--- src/rtl/encoder_level_if.sv ---
// Encoder-to-level bundle: raw encoder channels in, duty level and step strobes out.
// The slave modport is the encoder_level side; the master modport is the encoder/consumer side.
interface encoder_level_if #(
    parameter int WIDTH = 8
);
    logic             enc_a;
    logic             enc_b;
    logic [WIDTH-1:0] level;
    logic             up_pulse;
    logic             down_pulse;

    modport master (
        output enc_a,
        output enc_b,
        input  level,
        input  up_pulse,
        input  down_pulse
    );

    modport slave (
        input  enc_a,
        input  enc_b,
        output level,
        output up_pulse,
        output down_pulse
    );
endinterface

--- src/rtl/encoder_level.sv ---
// Quadrature encoder (x1, sync + debounce) to duty level; ENCODER_LEVEL_SATURATE_EN clamps instead of wrapping.
// Latency: level/strobe update DEBOUNCE_CYCLES+2 edges after enc_a is first sampled high; no backpressure.
module encoder_level #(
    parameter int WIDTH           = 8,
    parameter int DEBOUNCE_CYCLES = 4,
    parameter int STEP            = 1,
    parameter int INIT_LEVEL      = 0
) (
    input  logic          clk,
    input  logic          reset,
    encoder_level_if.slave bus
);

    localparam int CW = (DEBOUNCE_CYCLES > 1) ? $clog2(DEBOUNCE_CYCLES + 1) : 1;
    localparam int SW = $clog2(DEBOUNCE_CYCLES + 3);

    localparam logic [CW-1:0]    CNT_LAST    = CW'(DEBOUNCE_CYCLES - 1);
    localparam logic [SW-1:0]    SETTLE_LAST = SW'(DEBOUNCE_CYCLES + 1);
    localparam logic [WIDTH:0]   STEP_W      = (WIDTH + 1)'(STEP);
    localparam logic [WIDTH-1:0] INIT_W      = WIDTH'(INIT_LEVEL);

    // Index 0 is channel A, index 1 is channel B.
    logic [1:0]    raw;
    logic [1:0]    s1;
    logic [1:0]    s2;
    logic [1:0]    stable;
    logic [CW-1:0] cnt [2];

    logic [SW-1:0] settle;
    logic          armed;
    logic          stable_a_d;

    logic [WIDTH-1:0] level_q;
    logic             up_q;
    logic             down_q;

    logic             rise;
    logic [WIDTH:0]   sum;
    logic [WIDTH:0]   diff;
    logic [WIDTH-1:0] inc_level;
    logic [WIDTH-1:0] dec_level;

    assign raw = {bus.enc_b, bus.enc_a};

    // Before arming the stable values follow s2 directly, so an encoder idling
    // high at power-up is already "old news" by the time steps are enabled.
    always_ff @(posedge clk) begin
        if (reset) begin
            s1     <= '0;
            s2     <= '0;
            stable <= '0;
            cnt[0] <= '0;
            cnt[1] <= '0;
        end else begin
            s1 <= raw;
            s2 <= s1;
            for (int i = 0; i < 2; i++) begin
                if (!armed) begin
                    stable[i] <= s2[i];
                    cnt[i]    <= '0;
                end else if (s2[i] == stable[i]) begin
                    cnt[i] <= '0;
                end else if (cnt[i] == CNT_LAST) begin
                    stable[i] <= s2[i];
                    cnt[i]    <= '0;
                end else begin
                    cnt[i] <= cnt[i] + 1'b1;
                end
            end
        end
    end

    always_ff @(posedge clk) begin
        if (reset) begin
            settle <= '0;
            armed  <= 1'b0;
        end else if (!armed) begin
            if (settle == SETTLE_LAST) begin
                armed <= 1'b1;
            end else begin
                settle <= settle + 1'b1;
            end
        end
    end

    always_ff @(posedge clk) begin
        if (reset) begin
            stable_a_d <= 1'b0;
        end else begin
            stable_a_d <= stable[0];
        end
    end

    assign rise = stable[0] & ~stable_a_d & armed;

    always_comb begin
        sum       = {1'b0, level_q} + STEP_W;
        diff      = {1'b0, level_q} - STEP_W;
        inc_level = level_q;
        dec_level = level_q;
`ifdef ENCODER_LEVEL_SATURATE_EN
        inc_level = sum[WIDTH]  ? '1 : sum[WIDTH-1:0];
        dec_level = diff[WIDTH] ? '0 : diff[WIDTH-1:0];
`else
        inc_level = WIDTH'(sum);
        dec_level = WIDTH'(diff);
`endif
    end

    always_ff @(posedge clk) begin
        if (reset) begin
            level_q <= INIT_W;
            up_q    <= 1'b0;
            down_q  <= 1'b0;
        end else begin
            up_q   <= rise & ~stable[1];
            down_q <= rise &  stable[1];
            if (rise) begin
                level_q <= stable[1] ? dec_level : inc_level;
            end
        end
    end

    assign bus.level      = level_q;
    assign bus.up_pulse   = up_q;
    assign bus.down_pulse = down_q;

endmodule
--- src/flat_wrapper.sv ---
// flat-port wrapper written by rule: the top's interface ports become plain ports
module encoder_level_flat 
#(
    parameter int WIDTH           = 8,
    parameter int DEBOUNCE_CYCLES = 4,
    parameter int STEP            = 1,
    parameter int INIT_LEVEL      = 0
)
  (clk, reset, bus_enc_a, bus_enc_b, bus_level, bus_up_pulse, bus_down_pulse);
  encoder_level_if #(.WIDTH(WIDTH)) bus_i ();
  input  logic clk;
  input  logic reset;
  input wire logic [$bits(bus_i.enc_a)-1:0] bus_enc_a;
  input wire logic [$bits(bus_i.enc_b)-1:0] bus_enc_b;
  output wire logic [$bits(bus_i.level)-1:0] bus_level;
  output wire logic [$bits(bus_i.up_pulse)-1:0] bus_up_pulse;
  output wire logic [$bits(bus_i.down_pulse)-1:0] bus_down_pulse;
  assign bus_i.enc_a = bus_enc_a;
  assign bus_i.enc_b = bus_enc_b;
  assign bus_level = bus_i.level;
  assign bus_up_pulse = bus_i.up_pulse;
  assign bus_down_pulse = bus_i.down_pulse;
  encoder_level #(.WIDTH(WIDTH), .DEBOUNCE_CYCLES(DEBOUNCE_CYCLES), .STEP(STEP), .INIT_LEVEL(INIT_LEVEL)) u_core (.clk(clk), .reset(reset), .bus(bus_i));
endmodule
--- config.mk ---
export PLATFORM = sky130hd
export DESIGN_NAME = encoder_level_flat
export DESIGN_NICKNAME = d
export VERILOG_FILES = /design/src/rtl/encoder_level_if.sv /design/src/rtl/encoder_level.sv /design/src/flat_wrapper.sv
export SDC_FILE = /design/constraint.sdc
export NUM_CORES = 1
export LEC_CHECK = 0
export CORE_MARGIN = 3
export CORE_UTILIZATION = 30
export CTS_BUF_LIST = sky130_fd_sc_hd__clkbuf_2 sky130_fd_sc_hd__clkbuf_4 sky130_fd_sc_hd__clkbuf_8
export CTS_CLUSTER_SIZE = 8
export DETAILED_ROUTE_END_ITERATION = 7
export GPL_TIMING_DRIVEN = 1
export HOLD_SLACK_MARGIN = 0.05
export MAX_ROUTING_LAYER = met4
export PLACE_DENSITY = 0.51
export SYNTH_ARGS = -nofsm -noshare
export SYNTH_HDL_FRONTEND = slang
export SYNTH_SLANG_ARGS = --single-unit
--- constraint.sdc ---
create_clock -name clk -period 4.2 [get_ports clk]
set_input_delay 0.84 -clock clk [delete_from_list [all_inputs] [get_ports clk]]
set_output_delay 0.84 -clock clk [all_outputs]
set_load 0.01 [all_outputs]
# [Word-level counts from Yosys, hierarchy flattened]
# Memories as Yosys holds them, arrays and structs flattened.
# Cells that the tools add are included.
[classes] n_mul=0 n_addsub=5 n_shift=0 bitwise_logic=16 eq_ne=9 n_reduce_logical=3 order_cmp=0 div_mod_pow=0 n_mux=50
[op_table] cell="1-bit 2-to-1 mux" n=41
[op_table] cell="3-bit 2-to-1 mux" n=8
[op_table] cell="3-bit by 1-bit adder with 3-bit output, second input constant" n=3
[op_table] cell="8-bit by 1-bit adder with 8-bit output, second input constant" n=1
[op_table] cell="8-bit 2-to-1 mux" n=1
[op_table] cell="2-bit inequality test, second input constant" n=4
[op_table] cell="1-bit OR" n=8
[op_table] cell="8-bit by 1-bit subtractor with 8-bit output, second input constant" n=1
[op_table] cell="3-bit by 2-bit equality test with 1-bit output, second input constant" n=2
[op_table] cell="2-bit AND reduction" n=3
[op_table] cell="1-bit bitwise AND" n=4
[op_table] cell="1-bit inverter" n=4
[op_table] cell="3-bit equality test, second input constant" n=1
[op_table] cell="1-bit equality test" n=2
[totals] regBits=21 elab_cells=94 in_bits=4 mem_count=1 romBits=0 ram_bits=6 latch_bits=0
[mem_list] name="u_core.cnt" words=2 word_bits=3 read_ports=2 rd_ports_with_merged_regs=0 wr=2 line="encoder_level.sv:27" source="logic [CW-1:0] cnt [2];"

# [Logic depth before layout (Yosys ltp)]
# Gate-level depths: netlist (run 1).
[depth] word_depth=8 depth_mapped=7 mapped_depth_nobuf=7

# [Worst setup path before layout (run 1)]
# Ideal clock, no wire load.
[synth_timing] path_kind="flip-flop to flip-flop" startpoint="register u_core.stable[1]" endpoint="register u_core.level_q[7], in the netlist u_core.bus.level[7]" t_arrival_ns=1.992 synth_period_minus_slack_ns=2.059 required_time_ns=4.133 stages_incl_launch_ff=7 path_slack_ns=2.141 setup_ns=0.067 n_path_buf=0 cell_sequence="dfxtp_1 -> ha_1 -> a211oi_2 -> nor3_1 -> or4_1 -> a31o_1 -> a21oi_2"
[synth_via] elab_chain_cells=1
[synth_rtl] item="start, declared" line="encoder_level.sv:26" source="logic [1:0] stable;"
[synth_rtl] item="start signal, assigned by index" line="encoder_level.sv:59" source="stable[i] <= s2[i];"
[synth_rtl] item="start signal, assigned by index" line="encoder_level.sv:64" source="stable[i] <= s2[i];"
[synth_rtl] item="8-bit 2-to-1 mux" line="encoder_level.sv:119" source="level_q <= stable[1] ? dec_level : inc_level;"
[synth_rtl] item="end signal, assigned" line="encoder_level.sv:119"
[synth_rtl] item="end, declared" line="encoder_level.sv:33" source="logic [WIDTH-1:0] level_q;"
# Every way passes these cells.
# A chain may end at the register's enable or synchronous reset.

==> metrics.cfg, run 1 <==
[floorplanning]
die_y_um=72.9
die_w_um=72.9
ios=14
initial_utilization=0.324
core_region_area_mm2=0.00414
design.die.area_mm2=0.00531
rows=23

[sta]
fmax_ghz=0.408
finalSetupTns_ns=0
finalSetupViolations=0
slew_violations=0
slew_headroom=0.399
period_needed_ns=2.45
skew_ns=0.00170
min_period_over_period=0.583
hold_viol=0
rsz0062_at_grt=no
worst_pin_slew_ns=0.899

[global_routing]
gr-usage-all-layers=0.109
grt_max_degree=27
globalRouteOverflowTotal=0
grt_pass1_wl_mm=4.35
antenna_found_initial=0
grt_pass1_vias=930

[logic_synthesis]
synth.largest_area_cell=dfxtp_1
synth-main-ff-cell=dfxtp_1
synth-seq-area-share=0.447
avgSynthCellArea_um2=9.52
ys_types=38
ys_async_sr_fraction=0
yosys.area.top_type_share=0.313
synth_seq_cells=27
syn_inst=141
ys_warn_count=0
synth_top_cells_by_area=dfxtp_1, edfxtp_1, ha_1, nor2_1, nor2b_1
synth_area_mm2=0.00134
synth_edf_count=6

[critical_path]
cp_slowest_cell=clkdlybuf4s50_1
arrival_ns=2.58
r2r-end=u_core.bus.level[7]$_SDFFE_PP0P_
slowest_delay_ns=0.87
worst-r2r-cell-count=6
worst_setup_path_end_kind=register
rr_startpoint=u_core.stable[1]$_SDFFE_PP0P_
critPathKind=in -> reg
crit_required_ns=4.34
cp_max_fo=26
rrSetupSlack_ns=1.87
startpoint_type=input port
crit_path_cell_trace=clkdlybuf4s50_1, nand2b_1, or3_1, nor2_1

[finish]
nNetsFinal=177
multiInputGateArea_um2=712
regArea_um2=601
fillCellCount=432
drive_gt1_frac=0.0440
area.growth.synth_to_final_pct=18.3
final_cells=209
post-route-util=0.383
diodes=0

[clock_tree]
cts.path.max_buffers=2
cts_tree=built
clk_pin_slew_ns=0.10
insertion_delay_ns=0.27
cts-root-buf=clkbuf_8
cts.repair.resized=0
hold_buffers=0
cts_made_buffers=3
postCtsSetupRepairBufs=0
htree_levels=1
numClockSinks=27

[worst_hold_path]
hp-start=u_core.s1[1]$_SDFF_PP0_
min_path_cells=1
hold_class=reg -> reg
holdPathEnd=u_core.s2[1]$_SDFF_PP0_

[placement]
hpwlAfterDp_mm=1.90
portBuffers=13
place_inst=205
place_congestion=0.792

[routing]
drc_errors=0
ant_nets=0
first_iter_violations=37
vias=1001
routed_wl_mm=2.52
firstDrtPassIters=4
wl_per_cell_um=12.0
viasPerCell=4.79

[flow_run]
maxCapViolations=0

[outcome]
status=finished clean

[power]
leakage_nw=0.600
powerDensity_mw_per_mm2=293
vdd_drop_max_mv=0.141

-- layout make-up --
| type | instances | area share |
|---|---|---|
| inverter | 9 | 0.0213 |
| tap | 50 | 0.0394 |
| timing repair buffer | 13 | 0.0820 |
| clock inverter | 1 | 0.00473 |
| sequential | 27 | 0.378 |
| multi-input combinational | 106 | 0.448 |
| clock buffer | 3 | 0.0260 |
-- sequential cells by signal, summed over array words and instances, names as in the netlist --
name and cells:
u_core.bus.level 8, u_core.cnt 6, u_core.settle 3, u_core.s1 2, u_core.s2 2, u_core.stable 2, u_core.armed 1, u_core.bus.down_pulse 1
u_core.bus.up_pulse 1, u_core.stable_a_d 1
-- cells in the final DEF (no fill, tap or decap), types with 3 or more instances in the layout --
master / count
nand2b_1: 3
a21oi_1: 8
xnor2_1: 3
o21ai_0: 3
dfxtp_1: 21
inv_1: 9
ha_1: 12
nor2_1: 14
clkdlybuf4s50_1: 13
nor3_1: 6
or3_1: 3
nand3_1: 3
nand3b_1: 3
conb_1: 6
edfxtp_1: 6
clkbuf_8: 3
nor2b_1: 8
nand2_1: 8
-- cell usage after synthesis, drive strengths merged (2+ instances only) --
cell,count
dfxtp,21
nor2,14
ha,12
a21oi,9
inv,9
nand2,8
nor2b,8
edfxtp,6
nor3,6
clkbuf,4
o21ai,4
a211oi,3
nand2b,3
nand3,3
nand3b,3
or3,3
xnor2,3
o2111ai,2
o211ai,2
o21a,2
or4,2
-- power breakdown --
| part | leakage [nW] | switching (W) | internal [W] |
|---|---|---|---|
| combinational | 0.345 | 0.0000169 | 0.0000151 |
| sequential | 0.233 | 0.00000697 | 0.000274 |
| clock | 0.0217 | 0.0000843 | 0.0000673 |
| total | 0.600 | 0.000108 | 0.000357 |
-- critical path: cells and delay by family --
family,cells,cell delay (ns)
buffers and inverters,1,0.87
and+or+nand+nor,3,0.86
-- worst max path at each step --
stage	from	cells past startpoint	end	slack (ns)
4_1_cts	reset	4	u_core.cnt[1][1]$_SDFFCE_PN0P_	1.72
3_3_place_gp	reset	4	u_core.cnt[1][0]$_SDFFCE_PN0P_	1.48
6_report	reset	4	u_core.cnt[1][1]$_SDFFCE_PN0P_	1.75
2_1_floorplan	u_core.stable[1]$_SDFFE_PP0P_	6	u_core.bus.level[7]$_SDFFE_PP0P_	2.14
3_5_place_dp	reset	4	u_core.cnt[1][1]$_SDFFCE_PN0P_	1.43
5_1_grt	reset	4	u_core.cnt[1][1]$_SDFFCE_PN0P_	1.60
-- per-stage QoR --
stage	power, W	hold slack (ns)	setup slack, ns	instance area, µm²
floorplan	0.000310	0.414	2.14	1360
global placement	0.000318	0.424	1.48	1540
detailed placement	0.000320	0.429	1.43	1540
CTS	0.000475	0.453	1.72	1590
global route	0.000490	0.475	1.60	1590
finish	0.000465	0.454	1.75	1590
-- logic make-up after synthesis --
kind of cell,share of synthesized area
AOI/OAI and AO/OA,0.142
other,0.00279
DFF,0.447
buffers and inverters,0.0363
and+or+nand+nor,0.226
adders and majority gates,0.127
xor gates and xnor gates,0.0196
-- per-layer routing --
layer,wire length [µm],global-route usage
met5,0,-
met4,22,0.0430
met3,74,0.0220
met2,1150,0.158
met1,1270,0.149
No activity file was read; power rests on OpenSTA's default activity.
==> run 2: changes to the inputs <==
==> constraint.sdc (replaced) <==
create_clock -name clk -period 2.35 [get_ports clk]
set_input_delay 0.47 -clock clk [delete_from_list [all_inputs] [get_ports clk]]
set_output_delay 0.47 -clock clk [all_outputs]
set_load 0.01 [all_outputs]
==> run 2 against run 1 <==
  * Largest power group unchanged
  * Power rose by 81%
  * Worst setup slack got worse by 1.5 ns
  * Final cell count is 2.4% higher
  * Clock-buffer cell count stayed put
  * Worst hold slack worse by 0.0095 ns
  * Sequential power is 79% higher
  * Cell area grew 2.4%
  * Die area did not move
  * Combinational power is 91% higher
  * Via count up 2.1%
==> metrics.cfg, run 2 (synthesis gave the netlist of run 1 again) <==
[power]
leakage_nw=0.625
vdd_drop_max_mv=0.232
powerDensity_mw_per_mm2=516

[routing]
viasPerCell=4.78
routed_wl_mm=2.48
first_iter_violations=26
wl_per_cell_um=11.6
ant_nets=0
vias=1022
drc_errors=0
firstDrtPassIters=4

[floorplanning]
die_y_um=72.9
design.die.area_mm2=0.00531
ios=14
initial_utilization=0.324
die_w_um=72.9
rows=23
core_region_area_mm2=0.00414

[clock_tree]
cts.repair.resized=0
clk_pin_slew_ns=0.10
htree_levels=1
cts.path.max_buffers=2
numClockSinks=27
postCtsSetupRepairBufs=0
hold_buffers=0
cts_made_buffers=3
cts_tree=built
insertion_delay_ns=0.27
cts-root-buf=clkbuf_8

[critical_path]
crit_path_cell_trace=ha_1, a211oi_2, nor3_1, or4_1, a31o_1, a21oi_2
cp_num_buf_inv=0
worst-r2r-cell-count=6
r2r-end=u_core.bus.level[7]$_SDFFE_PP0P_
worst_setup_path_end_kind=register
cp_slowest_cell=or4_1
slowest_delay_ns=0.54
cpLargestDelayFamily=compound AO/OA/AOI/OAI gates
rrSetupSlack_ns=0.29
cp_max_fo=4
critPathKind=reg -> reg
rr_startpoint=u_core.stable[1]$_SDFFE_PP0P_
startpoint_type=register
arrival_ns=2.28
crit_required_ns=2.57

[placement]
portBuffers=13
hpwlAfterDp_mm=1.91
place_inst=210
place_congestion=0.817
dpl_cell_area_mm2=0.00158
dp_slack_ns=0.304

[global_routing]
grt_max_degree=17
grt_pass1_wl_mm=4.15
gr-usage-all-layers=0.104
globalRouteOverflowTotal=0
antenna_found_initial=0
grt_pass1_vias=943

[sta]
rsz0062_at_grt=no
worst_slack_ns=0.291
hold_viol=0
period_needed_ns=2.06
fmax_ghz=0.486
finalSetupTns_ns=0
slew_violations=0
finalSetupViolations=0
skew_ns=0.00345
min_period_over_period=0.876

[finish]
final_common_cell=dfxtp_1
drive_gt1_frac=0.0732
largest_reg_flops=8
layout_common_cells=dfxtp_1, nor2_1, clkdlybuf4s50_1
post-route-util=0.392
diodes=0
final_design_area_no_fill_mm2=0.00163
area.growth.synth_to_final_pct=21.1
fillCellCount=439
nNetsFinal=182
final_cells=214

[worst_hold_path]
hp-start=u_core.s1[0]$_SDFF_PP0_
hold_class=reg -> reg
holdPathEnd=u_core.s2[0]$_SDFF_PP0_
min_path_cells=1

[outcome]
status=finished clean

[flow_run]
maxCapViolations=0

-- run 2: cell types whose count changed in the layout (fill, tap and decap cells not counted), sizes merged --
cell and change:
buf +5
-- run 2: through the flow --
stage               total power [W]  hold WS [ns]
CTS                        0.000848         0.445
finish                     0.000839         0.445
floorplan                  0.000554         0.414
global placement           0.000571         0.428
global route               0.000885         0.470
detailed placement         0.000575         0.420
-- run 2: worst register-to-register path, stage by stage (launching register included) --
cell and delay [ns]:
dfxtp_1 0.41, ha_1 0.27, a211oi_2 0.31, nor3_1 0.11, or4_1 0.54, a31o_1 0.24
a21oi_2 0.12
-- run 2: worst max-delay path by stage --
stage          slack (ns)  cells after the start                               end                        startpoint
5_1_grt              0.13                      6  u_core.bus.level[7]$_SDFFE_PP0P_     u_core.stable[1]$_SDFFE_PP0P_
3_3_place_gp         0.35                      6  u_core.bus.level[7]$_SDFFE_PP0P_  u_core.bus.level[1]$_SDFFE_PP0P_
2_1_floorplan        0.29                      6  u_core.bus.level[7]$_SDFFE_PP0P_     u_core.stable[1]$_SDFFE_PP0P_
6_report             0.29                      6  u_core.bus.level[7]$_SDFFE_PP0P_     u_core.stable[1]$_SDFFE_PP0P_
4_1_cts              0.27                      6  u_core.bus.level[7]$_SDFFE_PP0P_     u_core.stable[1]$_SDFFE_PP0P_
3_5_place_dp         0.30                      6  u_core.bus.level[7]$_SDFFE_PP0P_     u_core.stable[1]$_SDFFE_PP0P_
-- run 2: layer usage --
layer / vias to the layer above / GRT usage / share of wire
met2: 10 / 0.150 / 0.43
met4: 0 / 0.0471 / 0.011
met5: - / - / 0
met3: 2 / 0.0207 / 0.022
li1: 544 / - / -
met1: 466 / 0.139 / 0.53
-- run 2: area by class of cell --
cell class                      count  area (µm²)  share of cell area
Tap cell                           50        62.6              0.0385
Clock inverter                      1        7.51             0.00462
Sequential cell                    27         601               0.370
Clock buffer                        3        41.3              0.0254
Multi-Input combinational cell    106         712               0.438
Timing Repair Buffer               18         168               0.103
Inverter                            9        33.8              0.0208
-- run 2: report_power, final --
part,leakage [nW],internal (W),total (W),switching [W]
logic,0.370,0.0000299,0.0000608,0.0000309
clock network,0.0217,0.000120,0.000276,0.000156
registers,0.233,0.000490,0.000502,0.0000118
total,0.625,0.000641,0.000839,0.000199
